<file path="src/rtl/score4_pkg.sv">
// Shared types and constants for the Score 4 datapath: panel geometry,
// cell codes, panel-update FSM states and column-select helpers.
package score4_pkg;

    localparam int COLS = 7;
    localparam int ROWS = 6;
    localparam logic [5:0] MAX_MOVES = 6'd42;

    typedef enum logic [1:0] {
        EMPTY = 2'b00,
        P1    = 2'b01,
        P2    = 2'b10
    } cell_t;

    // [col][row], row ROWS-1 is the bottom of the board
    typedef logic [COLS-1:0][ROWS-1:0][1:0] panel_t;

    typedef enum logic [1:0] {
        IDLE,
        DROP,
        FULL
    } state_t;

    function automatic logic is_onehot(input logic [COLS-1:0] v);
        return (v != '0) && ((v & (v - COLS'(1))) == '0);
    endfunction

    function automatic logic [2:0] onehot_index(input logic [COLS-1:0] v);
        logic [2:0] idx;
        idx = '0;
        for (int i = 0; i < COLS; i++) begin
            if (v[i]) idx = 3'(i);
        end
        return idx;
    endfunction

endpackage

</file>
<file path="src/rtl/panel_update_if.sv">
// Move-request and panel/status bundle between the move source,
// free_row, the display logic and panel_update.
interface panel_update_if;

    logic                  new_game;
    logic [6:0]            play;
    logic                  play_req;
    logic [2:0]            free;
    logic                  valid;
    score4_pkg::panel_t    panel;
    logic [1:0]            turn;
    logic                  busy;
    logic                  move_done;
    logic                  invalid_move;
    logic [5:0]            move_count;
    logic                  draw;

    modport master (
        output new_game, play, play_req, free, valid,
        input  panel, turn, busy, move_done, invalid_move, move_count, draw
    );

    modport slave (
        input  new_game, play, play_req, free, valid,
        output panel, turn, busy, move_done, invalid_move, move_count, draw
    );

endinterface

</file>
<file path="src/rtl/panel_update_drop_tick_gen.sv">
// Fall-rate divider: counts while enabled and emits a one-cycle step
// every TICKS cycles; held at zero when disabled or cleared.
module drop_tick_gen #(
    parameter int TICKS = 4
) (
    input  logic clk,
    input  logic rst_n,
    input  logic clear_i,
    input  logic enable_i,
    output logic step_o
);

    localparam int W = (TICKS > 1) ? $clog2(TICKS) : 1;

    logic [W-1:0] tick_q;
    logic [W-1:0] tick_d;

    assign step_o = enable_i && (tick_q == W'(TICKS - 1));

    always_comb begin
        tick_d = tick_q + W'(1);
        if (clear_i || !enable_i || step_o) tick_d = '0;
    end

    always_ff @(posedge clk) begin
        if (!rst_n) tick_q <= '0;
        else        tick_q <= tick_d;
    end

endmodule

</file>
<file path="src/rtl/panel_update.sv">
// Score 4 panel owner: validates a column request, animates the falling
// piece one row per DROP_TICKS cycles, then commits it and swaps players.
module panel_update
    import score4_pkg::*;
#(
    parameter int         DROP_TICKS   = 4,
    parameter logic [1:0] FIRST_PLAYER = 2'b01
) (
    input  logic           clk,
    input  logic           rst_n,
    panel_update_if.slave  bus
);

    state_t     state_q;
    panel_t     panel_q;
    cell_t      turn_q;
    logic [2:0] col_q;
    logic [2:0] target_q;
    logic [2:0] pos_q;
    logic [5:0] move_count_q;
    logic       move_done_q;
    logic       invalid_move_q;
    logic       step;

    drop_tick_gen #(.TICKS(DROP_TICKS)) u_tick (
        .clk      (clk),
        .rst_n    (rst_n),
        .clear_i  (bus.new_game),
        .enable_i (state_q == DROP),
        .step_o   (step)
    );

    always_ff @(posedge clk) begin
        if (!rst_n || bus.new_game) begin
            state_q        <= IDLE;
            panel_q        <= '0;
            turn_q         <= cell_t'(FIRST_PLAYER);
            col_q          <= '0;
            target_q       <= '0;
            pos_q          <= '0;
            move_count_q   <= '0;
            move_done_q    <= 1'b0;
            invalid_move_q <= 1'b0;
        end else begin
            move_done_q    <= 1'b0;
            invalid_move_q <= 1'b0;
            unique case (state_q)
                IDLE: begin
                    // free/valid are trusted only on this edge; the overlay
                    // would corrupt free_row's view once the drop starts
                    if (bus.play_req) begin
                        if (is_onehot(bus.play) && bus.valid) begin
                            col_q    <= onehot_index(bus.play);
                            target_q <= bus.free;
                            pos_q    <= '0;
                            state_q  <= DROP;
                        end else begin
                            invalid_move_q <= 1'b1;
                        end
                    end
                end
                DROP: begin
                    if (step) begin
                        if (pos_q == target_q) begin
                            panel_q[col_q][target_q] <= turn_q;
                            turn_q       <= (turn_q == P1) ? P2 : P1;
                            move_count_q <= move_count_q + 6'd1;
                            move_done_q  <= 1'b1;
                            state_q      <= (move_count_q + 6'd1 == MAX_MOVES) ? FULL : IDLE;
                        end else begin
                            pos_q <= pos_q + 3'd1;
                        end
                    end
                end
                FULL: begin
                end
                default: state_q <= IDLE;
            endcase
        end
    end

    // Falling piece is shown on top of the stored panel while dropping
    always_comb begin
        bus.panel = panel_q;
        if (state_q == DROP) bus.panel[col_q][pos_q] = turn_q;
    end

    assign bus.turn         = turn_q;
    assign bus.busy         = (state_q == DROP);
    assign bus.draw         = (state_q == FULL);
    assign bus.move_done    = move_done_q;
    assign bus.invalid_move = invalid_move_q;
    assign bus.move_count   = move_count_q;

endmodule

</file>
<file path="src/flat_wrapper.sv">
// flat-port wrapper written by rule: the top's interface ports become plain ports
module panel_update_flat import score4_pkg::*;
#(
    parameter int         DROP_TICKS   = 4,
    parameter logic [1:0] FIRST_PLAYER = 2'b01
)
  (clk, rst_n, bus_new_game, bus_play, bus_play_req, bus_free, bus_valid, bus_panel, bus_turn, bus_busy, bus_move_done, bus_invalid_move, bus_move_count, bus_draw);
  panel_update_if bus_i ();
  input  logic clk;
  input  logic rst_n;
  input wire logic [$bits(bus_i.new_game)-1:0] bus_new_game;
  input wire logic [$bits(bus_i.play)-1:0] bus_play;
  input wire logic [$bits(bus_i.play_req)-1:0] bus_play_req;
  input wire logic [$bits(bus_i.free)-1:0] bus_free;
  input wire logic [$bits(bus_i.valid)-1:0] bus_valid;
  output wire logic [$bits(bus_i.panel)-1:0] bus_panel;
  output wire logic [$bits(bus_i.turn)-1:0] bus_turn;
  output wire logic [$bits(bus_i.busy)-1:0] bus_busy;
  output wire logic [$bits(bus_i.move_done)-1:0] bus_move_done;
  output wire logic [$bits(bus_i.invalid_move)-1:0] bus_invalid_move;
  output wire logic [$bits(bus_i.move_count)-1:0] bus_move_count;
  output wire logic [$bits(bus_i.draw)-1:0] bus_draw;
  assign bus_i.new_game = bus_new_game;
  assign bus_i.play = bus_play;
  assign bus_i.play_req = bus_play_req;
  assign bus_i.free = bus_free;
  assign bus_i.valid = bus_valid;
  assign bus_panel = bus_i.panel;
  assign bus_turn = bus_i.turn;
  assign bus_busy = bus_i.busy;
  assign bus_move_done = bus_i.move_done;
  assign bus_invalid_move = bus_i.invalid_move;
  assign bus_move_count = bus_i.move_count;
  assign bus_draw = bus_i.draw;
  panel_update #(.DROP_TICKS(DROP_TICKS), .FIRST_PLAYER(FIRST_PLAYER)) u_core (.clk(clk), .rst_n(rst_n), .bus(bus_i));
endmodule
</file>
<file path="config.mk">
export PLATFORM = sky130hd
export DESIGN_NAME = panel_update_flat
export DESIGN_NICKNAME = d
export VERILOG_FILES = /design/src/rtl/score4_pkg.sv /design/src/rtl/panel_update_if.sv /design/src/rtl/panel_update_drop_tick_gen.sv /design/src/rtl/panel_update.sv /design/src/flat_wrapper.sv
export SDC_FILE = /design/constraint.sdc
export NUM_CORES = 1
export LEC_CHECK = 0
export CORE_MARGIN = 2
export CORE_UTILIZATION = 48
export CTS_CLUSTER_DIAMETER = 40
export DETAILED_ROUTE_END_ITERATION = 7
export GPL_ROUTABILITY_DRIVEN = 0
export PLACE_DENSITY_LB_ADDON = 0.25
export RECOVER_POWER = 100
export SLEW_MARGIN = 20
export SYNTH_ARGS = -nofsm -noshare
export SYNTH_HDL_FRONTEND = slang
export SYNTH_SLANG_ARGS = --single-unit
</file>
<file path="constraint.sdc">
create_clock -name clk -period 2.3 [get_ports clk]
set_clock_uncertainty 0.15 [all_clocks]
set_input_delay 0.46 -clock clk [delete_from_list [all_inputs] [get_ports clk]]
set_output_delay 0.46 -clock clk [all_outputs]
set_load 0.005 [all_outputs]
</file>
# == Word-level counts from Yosys, hierarchy flattened ==
# Index checks and enable logic that the tools add are counted.
# word_totals
register_bits,107
input_bits,15
elab_cells,132
# classes
addsub,4
magnitude_cmp,6
n_eq_ne,11
mux,31
n_bitwise,7
reduce_logical,22
# ops
cell,n
$bwmux 84,2
$mux 84,1
$demux 12 s3,2
$mux 12,2
$mux 3,7
$mux 2,10
$demux 2 s3,2
$lt 3x4->1 const B,3
$reduce_and 5->1,2
$ge 3x1->1 const B,3
$and 7x7->7,1
$logic_not 7->1,1
$reduce_bool 7->1,1
$sub 7x1->7 const B,1
$add 6x1->6 const B,1
$eq 6x6->1 const B,1
$logic_and 1x1->1,6
$ne 2x1->1 const B,3
$not 1->1,6
$pmux 2 s3,1
$pmux 3 s2,1
$reduce_and 3->1,2
$reduce_or 3->1,2
$eq 2x1->1 const B,2
other kinds (11),18

# == Longest topological paths before layout ==
# Gate-level depths: netlist (run 1).
# logic_depth
depth_word,8
ltp_mapped,8
mapped_depth_nobuf,6

# == By module ==
# Synthesis (run 1) repeated with hierarchy kept, for this count alone.
# unflattened
hier_cells,708
area_unflattened_um2,5881.9
# by_module_without_submodules
module,instances,cells_each,area_per_inst_um2,seq_area_each_um2
panel_update,1,700,5800.6,2102.0
drop_tick_gen,1,8,81.3,40.0

# == Least setup slack after synthesis (run 1) ==
# OpenSTA, ideal clock, no wires.
# synth_path
path_kind,register to output
start,register u_core.pos_q[1]
end,output port bus_panel[34]
t_arrival_ns,1.769
required_ns,1.690
path_slack_ns,-0.079
path_stages_with_launch,6
n_path_buf,2
cell_sequence,dfxtp_1 > buf_2 > or4b_1 > clkbuf_1 > nor3_1 > mux2_2
# synth_via
elab_chain_len,8
elab_cells_between_ends,9
cone_classes,2 x order compare; 6 x mux; 1 x reduce/logical
# synth_lines
item,line,text
from (decl),panel_update.sv:19,logic [2:0] pos_q;
from (signal assigned),panel_update.sv:71,pos_q <= pos_q + 3'd1;
$lt 3x4->1 (not written as such) or $ge 3x1->1 (tied branches),panel_update.sv:85,if (state_q == DROP) bus.panel[col_q][pos_q] = turn_q;
$logic_and 1x1->1 (not written as such),panel_update.sv:85,
$mux 2 (not written as such),panel_update.sv:85,
$demux 2 s3 *,-,
$mux 12 (not written as such) *,panel_update.sv:85,
$demux 12 s3 *,-,
$bwmux 84 *,panel_update.sv:85,
$mux 84 *,panel_update.sv:85,
to (decl),flat_wrapper.sv:16,output wire logic [$bits(bus_i.panel)-1:0] bus_panel;
# Every way passes the cells marked *; elsewhere a longest branch is shown, timed or not.

# == Worst setup path in the final report (run 1) ==
# layout_path
start,register u_core.state_q[0]
end,output port bus_panel[31]
# layout_via
elab_chain_len,2
# layout_lines
item,line,text
from (decl),panel_update.sv:14,state_t state_q;
from (signal assigned),panel_update.sv:69,state_q <= (move_count_q + 6'd1 == MAX_MOVES) ? FULL : IDLE;
$eq 2x1->1,panel_update.sv:85,
$mux 84,panel_update.sv:85,
# No other way between the ends.

==> impl_metrics.tcl, run 1 <==
set metrics [dict create \
    fmax_mhz 348.7 \
    synth_ff_type "dfxtp_1" \
    grt_max_degree 55 \
    cts_buffers 9 \
    drtIter0Drc 770 \
    finalCritPeriodShare 1.247 \
    setup_ws_ns -0.5678 \
    routedWlPerCell_um 18.80 \
    clockBufferDepth 2 \
    synth-edff-count 0 \
    core_mm2 0.01196 \
    min_from "u_core.u_tick.tick_q[0]" \
    clk_latency_ns 0.35 \
    track_usage 0.2935 \
    hold_slack_ns 0.2888 \
    rr_startpoint "u_core.pos_q[0]" \
    antenna_cells 0 \
    ios 111 \
    crit_chain "nand2_2 > or4b_4 > buf_12 > nor3_4 > buf_4 > mux2_4 > buf_6" \
    port_buffers 110 \
    slew_headroom 0.6394 \
    worstMarginPinSlew_ns 0.5390 \
    max-vdd-ir-drop_mv 0.2852 \
    synthCells 748 \
    ys_seq_area_frac 0.3656 \
    synth-async-reset-ratio 0 \
    ys_warn_count 0 \
    p_leak_uw 0.003603 \
    crit_arrival_ns 2.26 \
    slew_viol_final 0 \
    setup_violations 92 \
    reg2reg_to "u_core.panel_q[10]" \
    ys_types 51 \
    via_per_inst 6.028 \
    path_max_fanout 5 \
    cpLargestDelayFamily "simple AND/OR/NAND/NOR gates" \
    clkSinkCount 107 \
    area_growth_pct 51.33 \
    critPathBufInv 3 \
    clockRootBuffer "clkbuf_16" \
    rows 40 \
    first_pass_iters 6 \
    fp.dieW_um 114.5 \
    violations "setup timing" \
    clk_pin_slew_ns 0.07 \
    run_status "complete, but fails checks" \
    worstSetupStartpointType "flop" \
    dr_total_vias 6570 \
    layout-drive-gt1-share 0.4083 \
    worstHoldPathType "reg -> reg" \
    die_area_mm2 0.01311 \
    dp_hpwl_mm 12.10 \
    synthesis.nets 767 \
    whs_path_depth 1 \
    final_core_util 0.7413 \
    cp.required_ns 1.69 \
    avgSynthCellArea_um2 7.833 \
    htreeDepth 3 \
    nNetsFinal 959 \
    hold_viol 0 \
    holdPathEnd "u_core.u_tick.tick_q[0]" \
    floorplan.initialDensity 0.4899 \
    grt_pass1_vias 6226 \
    drt-total-wl_mm 20.49 \
    syn_area_mm2 0.005859 \
    grt_pass1_wl_mm 30.86 \
    ant_nets 0 \
    cp_slowest_cell "or4b_4" \
    rsz0062_at_grt "yes" \
    cts_tree "yes" \
    antenna_found_initial 0 \
    cp-end-kind "output port" \
    die_y_um 114.5 \
    maxCapViolCount 0 \
    slowest_delay_ns 0.54 \
    ctsHoldBuffers 0 \
    grt_overflow 0 \
    p_per_area_mw_per_mm2 387.5 \
    ys_ff_latch 107 \
    r2r_setup_slack_ns -0.13 \
    worstSetupPathType "reg -> out" \
    power_uw 3436 \
    r2r_cells 8 \
    timing.final.crit_period_ns 2.868 \
    drc 0 \
    fill_cells 765 \
]
==> cell usage in the layout (no fill, tap or decap), drive strengths merged, types with 3 or more instances in the layout <==
cell type      instances
nor2b                  4
dlygate4sd3           10
buf                  172
nor3b                  5
or2                    4
nor4                   9
clkdlybuf4s50         16
nand3                 51
and2                   3
clkbuf                51
mux2                  84
inv                    9
nand2b                10
mux2i                  8
nand2                149
o21ai                 37
nand4                  3
dfxtp                107
nor2                  58
or4                    3
xnor2                  9
a211oi                 5
a21oi                 88
nor4b                  3
ha                     4
nor3                  15
==> Yosys cell counts, drive strengths merged (8+ instances only) <==
| library cell | n | area, um2 |
|---|---|---|
| clkbuf | 51 | 191.4 |
| o21ai | 37 | 185.2 |
| a21oi | 88 | 444.2 |
| dfxtp | 107 | 2142 |
| nor3 | 15 | 75.07 |
| nand3 | 51 | 255.2 |
| nor4 | 9 | 77.57 |
| mux2i | 8 | 80.08 |
| inv | 9 | 33.78 |
| nor2 | 58 | 217.7 |
| mux2 | 84 | 945.9 |
| xnor2 | 9 | 78.83 |
| nand2b | 10 | 62.56 |
| nand2 | 149 | 559.3 |
==> how the worst max path moves through the flow <==
stage,to,from,slack [ns],cells after the start
final,bus_panel[31],u_core.state_q[0],-0.57,7
after global routing,bus_panel[31],u_core.state_q[0],-0.60,7
after CTS,bus_panel[35],u_core.state_q[0],-0.54,7
after detailed placement,bus_panel[39],u_core.pos_q[0],-0.42,6
after global placement,bus_panel[39],u_core.state_q[1],-0.42,5
after floorplan,bus_panel[30],u_core.pos_q[0],0.006,6
==> cells by family after synthesis <==
family                     Yosys count  share of synthesized area
AOI/OAI and AO/OA                  144                     0.1341
xor gates and xnor gates             9                    0.01345
adders and majority gates            4                   0.008542
buffers and inverters               65                    0.04292
DFF                                107                     0.3656
muxes                               92                     0.1751
and+or+nand+nor                    327                     0.2603
==> metal layers <==
layer  up-vias  track usage  routed length (um)
met2       353       0.4998               10170
met5         -            0                   0
met1      3133       0.3657                8026
li1       2995            -                   -
met3        89      0.03706                1256
met4         0       0.1447                1036
==> sequential cells by signal (all words and copies together) (netlist names) <==
signal	cells
u_core.state_q	2
u_core.bus.turn	2
u_core.panel_q	84
u_core.target_q	3
u_core.u_tick.tick_q	2
u_core.bus.move_done	1
u_core.col_q	3
u_core.bus.invalid_move	1
u_core.bus.move_count	6
u_core.pos_q	3
==> power by group <==
| group | internal [uW] | total (uW) | switching (uW) |
|---|---|---|---|
| clock network | 781 | 1460 | 679 |
| registers | 1850 | 1850 | 1.18 |
| logic | 58.7 | 127 | 68.5 |
==> final cells by class <==
class / count / area [um2] / share of cell area
timing repair buffer: 237 / 2162 / 0.2438
clock buffer: 12 / 256.5 / 0.02893
inverter: 9 / 33.78 / 0.003810
sequential: 107 / 2165 / 0.2441
tap: 147 / 183.9 / 0.02074
multi-input combinational: 576 / 4054 / 0.4572
clock inverter: 2 / 12.51 / 0.001411
==> repair_timing <==
item | in CTS | in global routing
setup buffers | 35 | 19
resized for setup | 429 | 128
setup endpoints to repair | 85 | 105
pin swaps | 25 | 17
==> stage by stage <==
stage | instance area, um2 | std cells | setup slack [ns] | setup TNS (ns)
2_1_floorplan | 5882 | 748 | 0.005561 | 0
3_3_place_gp | 7622 | 1025 | -0.4182 | -21.55
3_5_place_dp | 7622 | 1025 | -0.4209 | -24.75
4_1_cts | 8661 | 1074 | -0.5431 | -31.84
5_1_grt | 8867 | 1090 | -0.5978 | -41.53
6_report | 8867 | 1090 | -0.5678 | -32.80
No activity file was read; power rests on OpenSTA's default activity.
==> run 2, diff against run 1 <==
- CORE_UTILIZATION: 48 -> 49
- CTS_BUF_LIST: unset -> sky130_fd_sc_hd__clkbuf_2 sky130_fd_sc_hd__clkbuf_4 sky130_fd_sc_hd__clkbuf_8
==> impl_metrics.tcl, run 2 (synthesis results as in run 1) <==
set metrics [dict create \
    path_max_fanout 3 \
    die_y_um 113.4 \
    grt_overflow 0 \
    fmax_mhz 344.2 \
    place_area_mm2 0.007610 \
    via_per_inst 6.002 \
    timing.final.crit_period_ns 2.906 \
    slew_headroom 0.4971 \
    reg2reg_to "u_core.panel_q[36]" \
    rr_startpoint "u_core.pos_q[2]" \
    top_register "u_core.panel_q" \
    largest_reg_flops 84 \
    crit_arrival_ns 2.30 \
    cp.required_ns 1.69 \
    worstMarginPinSlew_ns 0.7474 \
    antenna_found_initial 0 \
    r2r_setup_slack_ns 0.03 \
    clockBufferDepth 2 \
    crit_end "bus_panel[54]" \
    ant_nets 0 \
    clk_latency_ns 0.37 \
    r2r_cells 9 \
    worstSetupPathType "reg -> out" \
    first_pass_iters 6 \
    clk_pin_slew_ns 0.09 \
    hold_slack_ns 0.2835 \
    die_area_mm2 0.01285 \
    drtIter0Drc 589 \
    htreeDepth 3 \
    dp_hpwl_mm 12.32 \
    layout-drive-gt1-share 0.4110 \
    slew_viol_final 0 \
    p_leak_uw 0.003663 \
    setup_ws_ns -0.6057 \
    track_usage 0.3014 \
    grt_pass1_vias 6520 \
    ios 111 \
    nNetsFinal 963 \
    crit_start "u_core.pos_q[0]" \
    cts_tree "yes" \
    setup_violations 94 \
    fill_cells 755 \
    drc 0 \
    rows 39 \
    routedWlPerCell_um 18.94 \
    final_core_util 0.7631 \
    drt-total-wl_mm 20.69 \
    floorplan.initialDensity 0.5067 \
    core_mm2 0.01156 \
    final_area_mm2 0.008825 \
    worstSetupStartpointType "flop" \
    final_common_cell "nand2_1" \
    mostFrequentLayoutCells "nand2_1 (121), dfxtp_1 (99), a21oi_1 (87)" \
    worstHoldPathType "reg -> reg" \
    grt_pass1_wl_mm 31.46 \
    dr_total_vias 6554 \
    clkSinkCount 107 \
    max-vdd-ir-drop_mv 0.3453 \
    p_per_area_mw_per_mm2 361.6 \
    port_buffers 110 \
    fp.dieW_um 113.4 \
    ctsHoldBuffers 0 \
    violations "setup timing" \
    antenna_cells 0 \
    cts_buffers 9 \
    cp-end-kind "output port" \
    rsz0062_at_grt "yes" \
    finalCritPeriodShare 1.263 \
    grt_max_degree 42 \
    hold_viol 0 \
    clockRootBuffer "clkbuf_8" \
    maxCapViolCount 0 \
    run_status "complete, but fails checks" \
    area_growth_pct 50.61 \
]
## run 2: final cells by class
class                      count  area (um2)  area share
timing repair buffer         241        2227      0.2524
tap                          143       178.9     0.02028
inverter                       9       33.78    0.003828
clock inverter                 4       50.05    0.005671
multi-input combinational    576        4028      0.4564
clock buffer                  12       152.6     0.01730
sequential                   107        2155      0.2442
## run 2: per-layer routing
metal	GRT usage	wire length, um	vias up
li1	-	-	2987
met4	0.1756	963	0
met5	0	0	-
met2	0.5186	10390	333
met1	0.3519	8005	3159
met3	0.05303	1321	75
## run 2: worst min-delay path by stage
stage	start	to	depth (start not counted)
finish	u_core.u_tick.tick_q[0]	u_core.u_tick.tick_q[0]	1
global route	u_core.u_tick.tick_q[0]	u_core.u_tick.tick_q[0]	1
CTS	u_core.u_tick.tick_q[0]	u_core.u_tick.tick_q[0]	1
detailed placement	u_core.u_tick.tick_q[0]	u_core.u_tick.tick_q[0]	1
global placement	u_core.u_tick.tick_q[0]	u_core.u_tick.tick_q[0]	1
floorplan	u_core.u_tick.tick_q[0]	u_core.u_tick.tick_q[0]	1
## run 2: where the power goes
part	switching, uW	internal (uW)	leakage, uW
clock	658	557	0.0000994
combinational	66.7	57.5	0.00270
sequential	1.25	1850	0.000865
total	726	2470	0.00366
## run 2: worst max-delay path, cell delays in order, from the launching register on
cell,delay (ns)
dfxtp_2,0.36
nand2_2,0.07
or4b_4,0.53
buf_6,0.16
nor3_4,0.24
buf_4,0.15
mux2_4,0.29
buf_6,0.12
## run 2: stage by stage
| stage | worst slack (ns) | std cells | TNS, ns | power [uW] |
|---|---|---|---|---|
| 6_report | -0.6057 | 1092 | -35.90 | 3191 |
| 3_3_place_gp | -0.4189 | 1021 | -22.19 | 2014 |
| 3_5_place_dp | -0.4580 | 1021 | -25.10 | 2017 |
| 2_1_floorplan | 0.005561 | 748 | 0 | 1949 |
| 5_1_grt | -0.6534 | 1092 | -42.77 | 3284 |
| 4_1_cts | -0.5581 | 1074 | -36.91 | 3192 |
## run 2: timing repair
| item | CTS | global route |
|---|---|---|
| cloned | 0 | 0 |
| endpoints found under the setup margin | 84 | 98 |
| buffers inserted | 37 | 20 |
| pin swaps | 24 | 13 |
| gates resized for setup | 423 | 116 |
| endpoints found under the hold margin | 0 | 0 |
